## src/rtl/input_event_debouncer.sv

```systemverilog
`default_nettype none
// ============================================================================
// Module      : input_event_debouncer
// Description : Debounces an already-synchronized 1-bit level with a
//               stability counter. Emits the clean level plus one-cycle
//               rise/fall pulses, and accumulates debounced rising events
//               into reports handed out over a valid/ready handshake.
//               A sticky overflow flag records any accumulator carry.
// Revision    : 1.0 - initial release
// ----------------------------------------------------------------------------
// Parameters:
//   DEBOUNCE_CYCLES : consecutive equal samples to accept a change (2..255)
//   CNT_W           : width of the event accumulator and evt_count
// Ports:
//   clk        in   clock, all logic on posedge
//   reset      in   asynchronous active-high reset
//   input_a    in   synchronized level from the upstream buffer stage
//   level_out  out  debounced level
//   rise_pulse out  one-cycle pulse on debounced 0->1
//   fall_pulse out  one-cycle pulse on debounced 1->0
//   evt_count  out  rise events in the current report
//   evt_valid  out  evt_count holds a report
//   evt_ready  in   consumer accepts report when evt_valid && evt_ready
//   overflow   out  sticky, set on any accumulator carry; reset clears it
// Build option:
//   EVENT_SATURATE_EN : when defined, counts saturate at 2^CNT_W-1
//                       instead of wrapping modulo 2^CNT_W.
// ============================================================================
module input_event_debouncer #(
  parameter int DEBOUNCE_CYCLES = 16,
  parameter int CNT_W           = 8
) (
  input  logic             clk,
  input  logic             reset,
  input  logic             input_a,
  output logic             level_out,
  output logic             rise_pulse,
  output logic             fall_pulse,
  output logic [CNT_W-1:0] evt_count,
  output logic             evt_valid,
  input  logic             evt_ready,
  output logic             overflow
);

  typedef enum logic [1:0] {
    IDLE_LOW   = 2'd0,
    CHECK_HIGH = 2'd1,
    IDLE_HIGH  = 2'd2,
    CHECK_LOW  = 2'd3
  } state_t;

  // The first differing sample already counts as one, so the change is
  // accepted when the counter has reached DEBOUNCE_CYCLES-1 and the next
  // sample still agrees.
  localparam logic [7:0] LAST_CNT = 8'(DEBOUNCE_CYCLES - 1);

  state_t           state;
  logic [7:0]       stab_cnt;
  logic [CNT_W-1:0] acc;
  logic             acc_pend;

  logic             slot_free;
  logic             pend;
  logic [CNT_W:0]   sum;
  logic [CNT_W-1:0] sum_lim;

  // --------------------------------------------------------------------------
  // Debounce FSM
  // --------------------------------------------------------------------------
  always_ff @(posedge clk or posedge reset) begin
    if (reset) begin
      state      <= IDLE_LOW;
      stab_cnt   <= 8'd0;
      level_out  <= 1'b0;
      rise_pulse <= 1'b0;
      fall_pulse <= 1'b0;
    end else begin
      rise_pulse <= 1'b0;
      fall_pulse <= 1'b0;
      case (state)
        IDLE_LOW: begin
          if (input_a) begin
            state    <= CHECK_HIGH;
            stab_cnt <= 8'd1;
          end
        end
        CHECK_HIGH: begin
          if (!input_a) begin
            // Glitch: fall back silently, count restarts on next change.
            state    <= IDLE_LOW;
            stab_cnt <= 8'd0;
          end else if (stab_cnt == LAST_CNT) begin
            state      <= IDLE_HIGH;
            stab_cnt   <= 8'd0;
            level_out  <= 1'b1;
            rise_pulse <= 1'b1;
          end else begin
            stab_cnt <= stab_cnt + 8'd1;
          end
        end
        IDLE_HIGH: begin
          if (!input_a) begin
            state    <= CHECK_LOW;
            stab_cnt <= 8'd1;
          end
        end
        CHECK_LOW: begin
          if (input_a) begin
            state    <= IDLE_HIGH;
            stab_cnt <= 8'd0;
          end else if (stab_cnt == LAST_CNT) begin
            state      <= IDLE_LOW;
            stab_cnt   <= 8'd0;
            level_out  <= 1'b0;
            fall_pulse <= 1'b1;
          end else begin
            stab_cnt <= stab_cnt + 8'd1;
          end
        end
        default: begin
          state    <= IDLE_LOW;
          stab_cnt <= 8'd0;
        end
      endcase
    end
  end

  // --------------------------------------------------------------------------
  // Event accumulation and report handshake
  // --------------------------------------------------------------------------
  always_comb begin
    slot_free = !evt_valid || evt_ready;
    pend      = acc_pend || rise_pulse;
    // One extra bit so the carry out of the accumulator is visible.
    sum       = {1'b0, acc} + {{CNT_W{1'b0}}, rise_pulse};
`ifdef EVENT_SATURATE_EN
    sum_lim   = sum[CNT_W] ? {CNT_W{1'b1}} : sum[CNT_W-1:0];
`else
    sum_lim   = sum[CNT_W-1:0];
`endif
  end

  always_ff @(posedge clk or posedge reset) begin
    if (reset) begin
      evt_count <= '0;
      evt_valid <= 1'b0;
      acc       <= '0;
      acc_pend  <= 1'b0;
      overflow  <= 1'b0;
    end else begin
      if (sum[CNT_W]) begin
        overflow <= 1'b1;
      end
      if (slot_free) begin
        if (pend) begin
          // A rise landing on the handshake edge joins the new report.
          evt_count <= sum_lim;
          evt_valid <= 1'b1;
          acc       <= '0;
          acc_pend  <= 1'b0;
        end else begin
          evt_valid <= 1'b0;
        end
      end else begin
        // Report held by the consumer: keep accumulating behind it.
        // acc_pend distinguishes "wrapped to zero" from "no events".
        acc      <= sum_lim;
        acc_pend <= pend;
      end
    end
  end

endmodule
`default_nettype wire

```

## config.mk

```make
export PLATFORM = sky130hd
export DESIGN_NAME = input_event_debouncer
export DESIGN_NICKNAME = d
export VERILOG_FILES = /design/src/rtl/input_event_debouncer.sv
export SDC_FILE = /design/constraint.sdc
export NUM_CORES = 1
export LEC_CHECK = 0
export ABC_AREA = 1
export BUFFER_PORTS_ARGS = -buffer_cell sky130_fd_sc_hd__buf_2
export CORE_MARGIN = 3
export CORE_UTILIZATION = 60
export DETAILED_ROUTE_END_ITERATION = 8
export PLACE_DENSITY = 0.8
export SLEW_MARGIN = 40
export SYNTH_ARGS = -nofsm -noshare
export SYNTH_HDL_FRONTEND = slang
export SYNTH_SLANG_ARGS = --single-unit
```

## constraint.sdc

```tcl
create_clock -name clk -period 2.35 [get_ports clk]
set_input_delay 0.235 -clock clk [delete_from_list [all_inputs] [get_ports clk]]
set_output_delay 0.235 -clock clk [all_outputs]
set_load 0.005 [all_outputs]
```

==> flow_metrics.tcl, run 1 <==
set metrics [dict create \
    synth_nets 201 \
    dieHeight_um 57.9 \
    synth.area.top_cells "dfrtp_1 49%, nand2_1 14%, inv_1 6.5%, nand3_2 5.6%, o21ai_1 2.8%" \
    place_congestion 0.914 \
    clock.fmax_mhz 736 \
    route.detailed.drc 0 \
    io_buffers 16 \
    p_leak_uw 0.000981 \
    die-area_um2 3360 \
    antenna_found_initial 0 \
    rows 18 \
    routed_wl_um 3110 \
    post-place-ws_ps 992 \
    endpoint_kind "flop" \
    synth-seq-area-share_pct 49.5 \
    hpwl_um 2270 \
    final_cells 248 \
    layout_min_cycle_time_ps 1360 \
    cts-buffers-inserted 5 \
    cts_tree "yes" \
    diodes 0 \
    synthCells 194 \
    grt_util_all_layers_pct 22.0 \
    drtAntennaViolNets 0 \
    irDropWorstVdd_mv 0.610 \
    cts.repair.resized 0 \
    grt_setup_unrepaired "false" \
    synth_area_per_cell_um2 8.34 \
    cts.sinks 32 \
    clockBufferDepth 2 \
    crit_type "reg -> reg" \
    clk_latency_ps 340 \
    path_max_fanout 3 \
    cp-start-kind "flop" \
    tns_ps 0 \
    yosys.area.top_type "dfrtp_1" \
    syn2layout_area_growth_pct 10.5 \
    arrival_ps 1600 \
    via_count 1326 \
    cp.required_ps 2590 \
    setup_slack_ps 992 \
    final_core_util_pct 70.9 \
    hold_viol 0 \
    drt_iter0_markers 38 \
    fin_skew_ps 8.03 \
    finalSetupViolCount 0 \
    via_per_inst 5.35 \
    grt_pass1_wl_um 5560 \
    hold_path.class "in -> reg" \
    dieWidth_um 57.9 \
    grt_pass1_vias 1352 \
    worst_pin_slew_ps 303 \
    final_nets 225 \
    p_per_area_nw_per_um2 566 \
    place_inst 240 \
    syn_area_um2 1620 \
    outcome "finished, final reports clean" \
    stdcell_area_um2 1790 \
    drive_gt1_share_pct 22.9 \
    htreeDepth 2 \
    path_clk_slew_ps 100 \
    drv_slew 0 \
    synth-seq-cells 32 \
    yosysWarnings 0 \
    wl_per_cell_um 12.5 \
    maxCapViolations 0 \
    firstDrtPassIters 5 \
    grt_start_max_net_pins 26 \
    start_util_pct 64.1 \
    root_buffer "clkbuf_4" \
    period_share_pct 57.8 \
    fillers 196 \
    synth.distinct_cells 21 \
    grt_remaining_overflow 0 \
    io_pins 17 \
    synth_top_cell_area_share_pct 49.5 \
    placed_cell_area_um2 1730 \
    max-slew-margin-rel_pct 79.8 \
    core-area_um2 2520 \
]
[cell usage in the layout, fill, tap and decap left out]
cell,instances
nor2_2,4
buf_2,16
nand2_1,60
xor2_1,2
dfrtp_1,32
xnor2_1,2
a21oi_1,1
clkbuf_1,1
buf_4,1
nand2_2,5
nor2_4,3
o21ai_0,6
ha_1,3
nand3_1,8
inv_1,28
clkbuf_4,5
o21bai_1,1
clkinv_2,1
nand4_1,5
o21ai_1,9
o21ai_2,1
inv_2,5
nor2_1,8
o22ai_1,1
nand3_2,9
dlygate4sd3_1,1
[cells by family after synthesis]
kind of cell               share of synthesized area (%)
and+or+nand+nor                                     31.3
buffers and inverters                               8.35
DFF                                                 49.5
AOI/OAI and AO/OA                                   6.34
xor gates and xnor gates                            2.17
adders and majority gates                           2.32
[registers in the layout, indices dropped and copies added (netlist names), named ones only]
signal and count:
acc 8, evt_count 8, stab_cnt 8, acc_pend 1, evt_valid 1, fall_pulse 1
level_out 1, overflow 1, rise_pulse 1, state 1
[power by group]
| part | internal [uW] | leakage (uW) | total (uW) | switching, uW |
|---|---|---|---|---|
| sequential | 582 | 0.000428 | 617 | 34.8 |
| combinational | 40.3 | 0.000525 | 96.3 | 56.1 |
| clock | 110 | 0.0000281 | 299 | 189 |
[layout make-up]
type                       count  area (um2)  share of cell area [%]
timing repair buffer          18        97.6                    5.46
sequential                    32         801                    44.8
tap                           30        37.5                    2.10
inverter                      33         124                    6.93
clock inverter                 1        5.00                   0.280
multi-input combinational    128         682                    38.1
clock buffer                   6        41.3                    2.31
[critical path: stages (launching register included)]
cell,delay (ps)
dfrtp_1,390
ha_1,200
ha_1,200
nand3_2,100
nor2_2,130
nand3_2,100
nand3_1,90
nand2_1,50
[what timing repair did]
item                      4_1_cts  5_1_grt
hold buffers                    1        0
hold endpoints to repair        7        0
setup buffers                   0        0
[worst paths after layout]
| kind | startpoint | slack (ps) | to | cells past startpoint |
|---|---|---|---|---|
| min in group asynchronous | reset | 380 | async pin | 3 |
| setup / recovery | rise_pulse | 990 | acc[6] | 7 |
| hold reg to reg | evt_count[7] | 490 | evt_count[7] | 2 |
| max in group asynchronous | reset | 1370 | acc[5] | 4 |
| setup reg to reg | rise_pulse | 990 | acc[6] | 7 |
| hold / removal | evt_ready | 190 | acc[7] | 4 |
[layer usage]
layer  part of all wire [%]  track usage [%]
met3                    5.2             7.57
met4                    1.9             9.27
met1                     41             23.6
met2                     52             39.2
met5                      0                0
[cells in the mapped netlist]
cell type  instances
nor2_2             4
xor2_1             2
inv_2              5
ha_1               3
o21ai_2            1
nand3_2            9
nand4_1            5
xnor2_1            2
nand2_2            5
nor2_4             3
a21oi_1            1
buf_6              1
o22ai_1            1
dfrtp_1           32
o21ai_1            9
nor2_1             8
inv_1             28
o21bai_1           1
o21ai_0            6
nand2_1           60
nand3_1            8
[per-stage QoR]
| step | total power, uW | hold slack, ps |
|---|---|---|
| after floorplan | 686 | 351 |
| after global placement | 716 | 175 |
| after detailed placement | 723 | 180 |
| after CTS | 1010 | 188 |
| after global routing | 1060 | 204 |
| final | 1010 | 192 |
(Power assumes the default switching activity.)
==> run 2: changes to the inputs <==
--- a/config.mk
+++ b/config.mk
@@ -5,12 +5,12 @@
 export SDC_FILE = /design/constraint.sdc
 export NUM_CORES = 1
 export LEC_CHECK = 0
-export ABC_AREA = 1
+export ABC_AREA = 0
 export BUFFER_PORTS_ARGS = -buffer_cell sky130_fd_sc_hd__buf_2
 export CORE_MARGIN = 3
-export CORE_UTILIZATION = 60
+export CORE_UTILIZATION = 56
 export DETAILED_ROUTE_END_ITERATION = 8
-export PLACE_DENSITY = 0.8
+export PLACE_DENSITY = 0.76
 export SLEW_MARGIN = 40
 export SYNTH_ARGS = -nofsm -noshare
 export SYNTH_HDL_FRONTEND = slang
==> constraint.sdc (replaced) <==
create_clock -name clk -period 1.3 [get_ports clk]
set_input_delay 0.13 -clock clk [delete_from_list [all_inputs] [get_ports clk]]
set_output_delay 0.13 -clock clk [all_outputs]
set_load 0.005 [all_outputs]
==> run 2 against run 1 <==
The flow now finishes with violations (setup timing). Final cell count fell by 8.5%. Maximum frequency fell by 13%. Sequential share of layout area fell by 7.0 points. Critical path depth fell by 1. Clock skew rose by 3.3 ps. Routed wire length rose by 17%. Die area fell by 1.5%. Sequential power rose by 64%. Via count fell by 2.1%. Design area rose by 18%. Flip-flop and latch count did not move. Critical path type unchanged. Critical endpoint is now stab_cnt[4]. Largest power group unchanged.
==> flow_metrics.tcl, run 2 <==
set metrics [dict create \
    arrival_ps 1830 \
    synth_nets 151 \
    finalSetupViolCount 16 \
    cts.sinks 32 \
    final_cells 227 \
    placed_cell_area_um2 1860 \
    setup_slack_ps -263 \
    io_pins 17 \
    clock.fmax_mhz 640 \
    synthCells 144 \
    wl_per_cell_um 16.0 \
    cts-buffers-inserted 5 \
    cpPeakStageDelay_ps 400 \
    place_inst 213 \
    largestRegisters "acc: 8 flops, evt_count: 8 flops, stab_cnt: 8 flops" \
    ys.flop_type "dfrtp_1" \
    synth-seq-area-share_pct 53.9 \
    hpwl_um 2260 \
    io_buffers 16 \
    grt_setup_unrepaired "true" \
    yosys.area.top_type "dfrtp_1" \
    maxCapViolations 0 \
    drv_slew 0 \
    cts_tree "yes" \
    period_share_pct 120 \
    path_clk_slew_ps 90 \
    drive_gt1_share_pct 44.2 \
    fin_hold_ws_ps 105 \
    path_max_fanout 4 \
    synth-seq-cells 32 \
    root_buffer "clkbuf_4" \
    cp-start-kind "flop" \
    p_per_area_nw_per_um2 810 \
    fin_skew_ps 11.3 \
    layout_min_cycle_time_ps 1560 \
    core-area_um2 2500 \
    tns_ps -1900 \
    min_path_cells 2 \
    path_depth 6 \
    outcome "complete, but fails checks" \
    crit_chain "ha_2, and3_4, buf_6, nor3_1, o21ai_0, o21ai_1" \
    syn2layout_area_growth_pct 42.6 \
    grt_util_all_layers_pct 23.8 \
    syn_area_um2 1490 \
    synth.distinct_cells 32 \
    hold_path.class "in -> reg" \
    htreeDepth 2 \
    dieWidth_um 57.5 \
    stdcell_area_um2 2120 \
    final_nets 203 \
    drtAntennaViolNets 0 \
    crit_family "simple AND/OR/NAND/NOR gates" \
    diodes 0 \
    clockBufferDepth 2 \
    firstDrtPassIters 4 \
    rows 18 \
    synth_area_per_cell_um2 10.3 \
    grt_start_max_net_pins 33 \
    worst_pin_slew_ps 391 \
    routed_wl_um 3640 \
    r2r_cells 6 \
    via_count 1298 \
    dieHeight_um 57.5 \
    layout_common_cells "32 x dfrtp_1, 25 x buf_4, 16 x buf_2, 13 x nand2_1, 13 x nor2_1" \
    place_congestion 0.828 \
    p_leak_uw 0.000938 \
    cp_num_buf_inv 1 \
    clk_latency_ps 340 \
    synth.most_common_cell "dfrtp_1" \
    grt_pass1_wl_um 5870 \
    drt_iter0_markers 67 \
    via_per_inst 5.72 \
    max-slew-margin-rel_pct 73.9 \
    synth_async_sr_flop_share_pct 100 \
    synth_edf_count 0 \
    failed_checks "setup timing" \
    grt_pass1_vias 1320 \
    grt_remaining_overflow 0 \
    cp.required_ps 1560 \
    start_util_pct 59.4 \
    synth.area.top_cells "dfrtp_1 54%, nor2_1 4.3%, xnor2_1 4.1%, a21oi_1 4.0%, nand2_1 3.5%" \
    cpMaxStageDelayCell "dfrtp_1" \
    hold_viol 0 \
    antenna_found_initial 0 \
    crit_type "reg -> reg" \
    die-area_um2 3310 \
    final_common_cell "dfrtp_1" \
    route.detailed.drc 0 \
    endpoint_kind "flop" \
    synth_top_cell_area_share_pct 53.9 \
    irDropWorstVdd_mv 0.997 \
    yosysWarnings 0 \
    synth_common_cells "32 x dfrtp_1, 17 x nor2_1, 14 x nand2_1" \
]
==> run 2: cell count changes in the layout (fill, tap and decap cells not counted), moves of 5 or more <==
cell	before	now
a21oi_1	1	8
a22o_1	0	5
buf_4	1	25
nor2_1	8	13
inv_2	5	0
nand3_2	9	1
inv_1	28	5
nand2_1	60	13
==> run 2: worst reg2reg max path: stages, from the launching register on <==
cell,delay (ps)
dfrtp_1,400
ha_2,190
and3_4,160
buf_6,120
nor3_1,290
o21ai_0,210
o21ai_1,120
==> run 2: final timing paths <==
kind | start | end | slack, ps
setup / recovery | stab_cnt[0] | stab_cnt[4] | -260
hold / removal | input_a | fall_pulse | 110
setup reg to reg | stab_cnt[0] | stab_cnt[4] | -260
hold reg to reg | overflow | overflow | 470
max in group asynchronous | reset | stab_cnt[6] | 550
min in group asynchronous | reset | evt_count[3] | 460
==> run 2: per-stage QoR <==
step           total power, uW  utilization, %  setup slack [ps]
2_1_floorplan             1080               -              -215
3_3_place_gp              1120            74.4              -134
3_5_place_dp              1120            74.4              -198
4_1_cts                   1710            80.9              -185
5_1_grt                   1780            84.7              -293
6_report                  1710            84.7              -263
==> run 2: repair_timing <==
action / in CTS / in global routing
hold endpoints to repair: 32 / 0
endpoints found under the setup margin: 21 / 26
pin swaps: 13 / 16
gates resized for setup: 17 / 12
buffers inserted: 2 / 4
hold buffers: 1 / 0
==> run 2: cell type report <==
cell class | count | area [um2]
fillers | 132 | 382
well taps | 30 | 37.5
clock buffers | 8 | 58.8
multi-input cells | 104 | 840
repair buffers | 48 | 363
flip-flops and latches | 32 | 801
inverters | 5 | 18.8
==> run 2: kinds of logic (layout without fill, tap and decap cells) <==
kind of cell | count (synthesis) | after routing | share of synthesized area, %
AO/OA/AOI/OAI | 38 | 38 | 16.3
XOR/XNOR | 9 | 9 | 5.81
adder cells (fa/ha/maj) | 3 | 3 | 2.53
buffers and inverters | 8 | 61 | 2.27
flip-flops | 32 | 32 | 53.9
multiplexers | 3 | 3 | 2.27
AND/OR/NAND/NOR | 51 | 51 | 16.9
==> run 2: metal layers <==
metal | track usage [%] | wire length [um] | up-vias
met3 | 7.47 | 182 | 13
met5 | 0 | 0 | -
met4 | 7.95 | 123 | 0
met1 | 28.3 | 1430 | 638
met2 | 40.8 | 1900 | 38
li1 | - | - | 609
==> run 2: power breakdown <==
part,switching (uW),internal [uW]
clock,330,267
combinational,60.7,46.8
sequential,7.11,1000
==> run 3: changes to the inputs <==
--- a/config.mk
+++ b/config.mk
@@ -10,6 +10,7 @@
 export CORE_MARGIN = 3
 export CORE_UTILIZATION = 56
 export DETAILED_ROUTE_END_ITERATION = 8
+export GPL_TIMING_DRIVEN = 0
 export PLACE_DENSITY = 0.76
 export SLEW_MARGIN = 40
 export SYNTH_ARGS = -nofsm -noshare
==> run 3 against run 2 <==
The flow still finishes with violations (setup timing). Routed wire length shrank 11%. Non-clock buffer count shrank 12. Utilization shrank 5.1 points. Clock-buffer cell count shrank 1. Worst setup slack lost 3.7 ps. Combinational power shrank 12%. First-iteration DRC count shrank 3.0%. Design area shrank 6.0%. Global-route usage shrank 2.7 points. Critical endpoint is now stab_cnt[5]. Largest cell class unchanged. Largest power group unchanged.
==> flow_metrics.tcl, run 3 (same netlist as run 2, synthesis figures left out) <==
set metrics [dict create \
    fin_skew_ps 5.88 \
    grt_pass1_wl_um 5290 \
    start_util_pct 59.4 \
    arrival_ps 1800 \
    drtAntennaViolNets 0 \
    crit_type "reg -> reg" \
    firstDrtPassIters 4 \
    period_share_pct 121 \
    cp-start-kind "flop" \
    hpwl_um 1920 \
    grt_setup_unrepaired "true" \
    outcome "complete, but fails checks" \
    die-area_um2 3310 \
    layout_min_cycle_time_ps 1570 \
    cts.sinks 32 \
    maxCapViolations 0 \
    path_max_fanout 8 \
    cts_tree "yes" \
    max-slew-margin-rel_pct 57.3 \
    largestRegisters "acc: 8 flops, evt_count: 8 flops, stab_cnt: 8 flops" \
    final_core_util_pct 79.6 \
    worstHoldStart "input_a" \
    io_buffers 16 \
    htreeDepth 2 \
    endpoint_kind "flop" \
    drv_slew 0 \
    worst_pin_slew_ps 639 \
    cp.required_ps 1530 \
    final_common_cell "dfrtp_1" \
    drive_gt1_share_pct 42.4 \
    antenna_found_initial 0 \
    diodes 0 \
    final_nets 191 \
    fillers 149 \
    grt_start_max_net_pins 33 \
    dieWidth_um 57.5 \
    p_total_uw 1720 \
    irDropWorstVdd_mv 0.785 \
    finalSetupViolCount 12 \
    hold_path.class "in -> reg" \
    via_count 1232 \
    setup_slack_ps -267 \
    p_leak_uw 0.000870 \
    route.detailed.drc 0 \
    grt_util_all_layers_pct 21.1 \
    dieHeight_um 57.5 \
    worstReg2RegStart "stab_cnt[0]" \
    r2r_cells 5 \
    drt_iter0_markers 65 \
    failed_checks "setup timing" \
    layout_common_cells "28 x dfrtp_1, 18 x buf_4, 16 x buf_2, 14 x nand2_1, 13 x nor2_1" \
    reg2reg_to "stab_cnt[5]" \
    routed_wl_um 3250 \
    whs_endpoint "fall_pulse" \
    grt_pass1_vias 1174 \
    io_pins 17 \
    via_per_inst 5.76 \
    core-area_um2 2500 \
    clock.fmax_mhz 638 \
    rows 18 \
    wl_per_cell_um 15.2 \
    cts-buffers-inserted 5 \
    grt_remaining_overflow 0 \
    r2r_setup_slack_ps -270 \
    place_congestion 0.808 \
    tns_ps -1650 \
    path_clk_slew_ps 90 \
    hold_viol 0 \
    root_buffer "clkbuf_4" \
    syn2layout_area_growth_pct 34.0 \
    clk_latency_ps 320 \
    p_per_area_nw_per_um2 863 \
    clockBufferDepth 2 \
    min_path_cells 2 \
]
## run 3: timing repair
item / in CTS / in global routing
hold buffers: 1 / 0
pin swaps: 11 / 13
resized for setup: 14 / 19
hold endpoints to repair: 32 / 0
buffers inserted: 16 / 3
endpoints found under the setup margin: 30 / 22
gates cloned: 0 / 0
## run 3: cell type report
cell class / count / area [um2] / area share (%)
buffer: 1 / 7.51 / 0.377
clock buffer: 7 / 65.1 / 3.27
inverter: 5 / 18.8 / 0.943
multi-input combinational: 104 / 827 / 41.5
sequential: 32 / 806 / 40.5
tap: 30 / 37.5 / 1.89
timing repair buffer: 35 / 229 / 11.5
## run 3: worst max path at each step
| stage | from | endpoint | slack, ps | cells after the start |
|---|---|---|---|---|
| 6_report | stab_cnt[0] | stab_cnt[5] | -270 | 5 |
| 3_5_place_dp | stab_cnt[0] | stab_cnt[5] | -370 | 6 |
| 2_1_floorplan | stab_cnt[1] | stab_cnt[5] | -210 | 6 |
| 4_1_cts | stab_cnt[0] | stab_cnt[5] | -230 | 5 |
| 3_3_place_gp | stab_cnt[0] | stab_cnt[7] | -290 | 6 |
| 5_1_grt | stab_cnt[0] | stab_cnt[5] | -310 | 5 |
## run 3: where the power goes
part           switching (uW)  internal (uW)
Clock                     304            306
Combinational            54.4           40.9
Sequential               8.95           1000
## run 3: stage by stage
step / cells / setup WS [ps] / instance area [um2] / hold WS [ps]
detailed placement: 190 / -373 / 1670 / 257
floorplan: 144 / -215 / 1560 / 200
finish: 214 / -267 / 1990 / 96.9
global route: 214 / -310 / 1990 / 78.5
global placement: 190 / -290 / 1670 / 378
CTS: 212 / -226 / 1910 / 79.2
## run 3: metal layers
metal,vias up,wire length (um),global-route usage [%]
met2,35,1630,32.7
met1,602,1460,28.9
li1,591,-,-
met5,-,0,0
met4,0,32,5.96
met3,4,127,6.33
## run 3: critical path: stages (launching register included)
cell	delay [ps]
dfrtp_1	400
ha_2	190
and3_4	190
a211oi_4	350
o21ai_1	120
a31oi_1	220
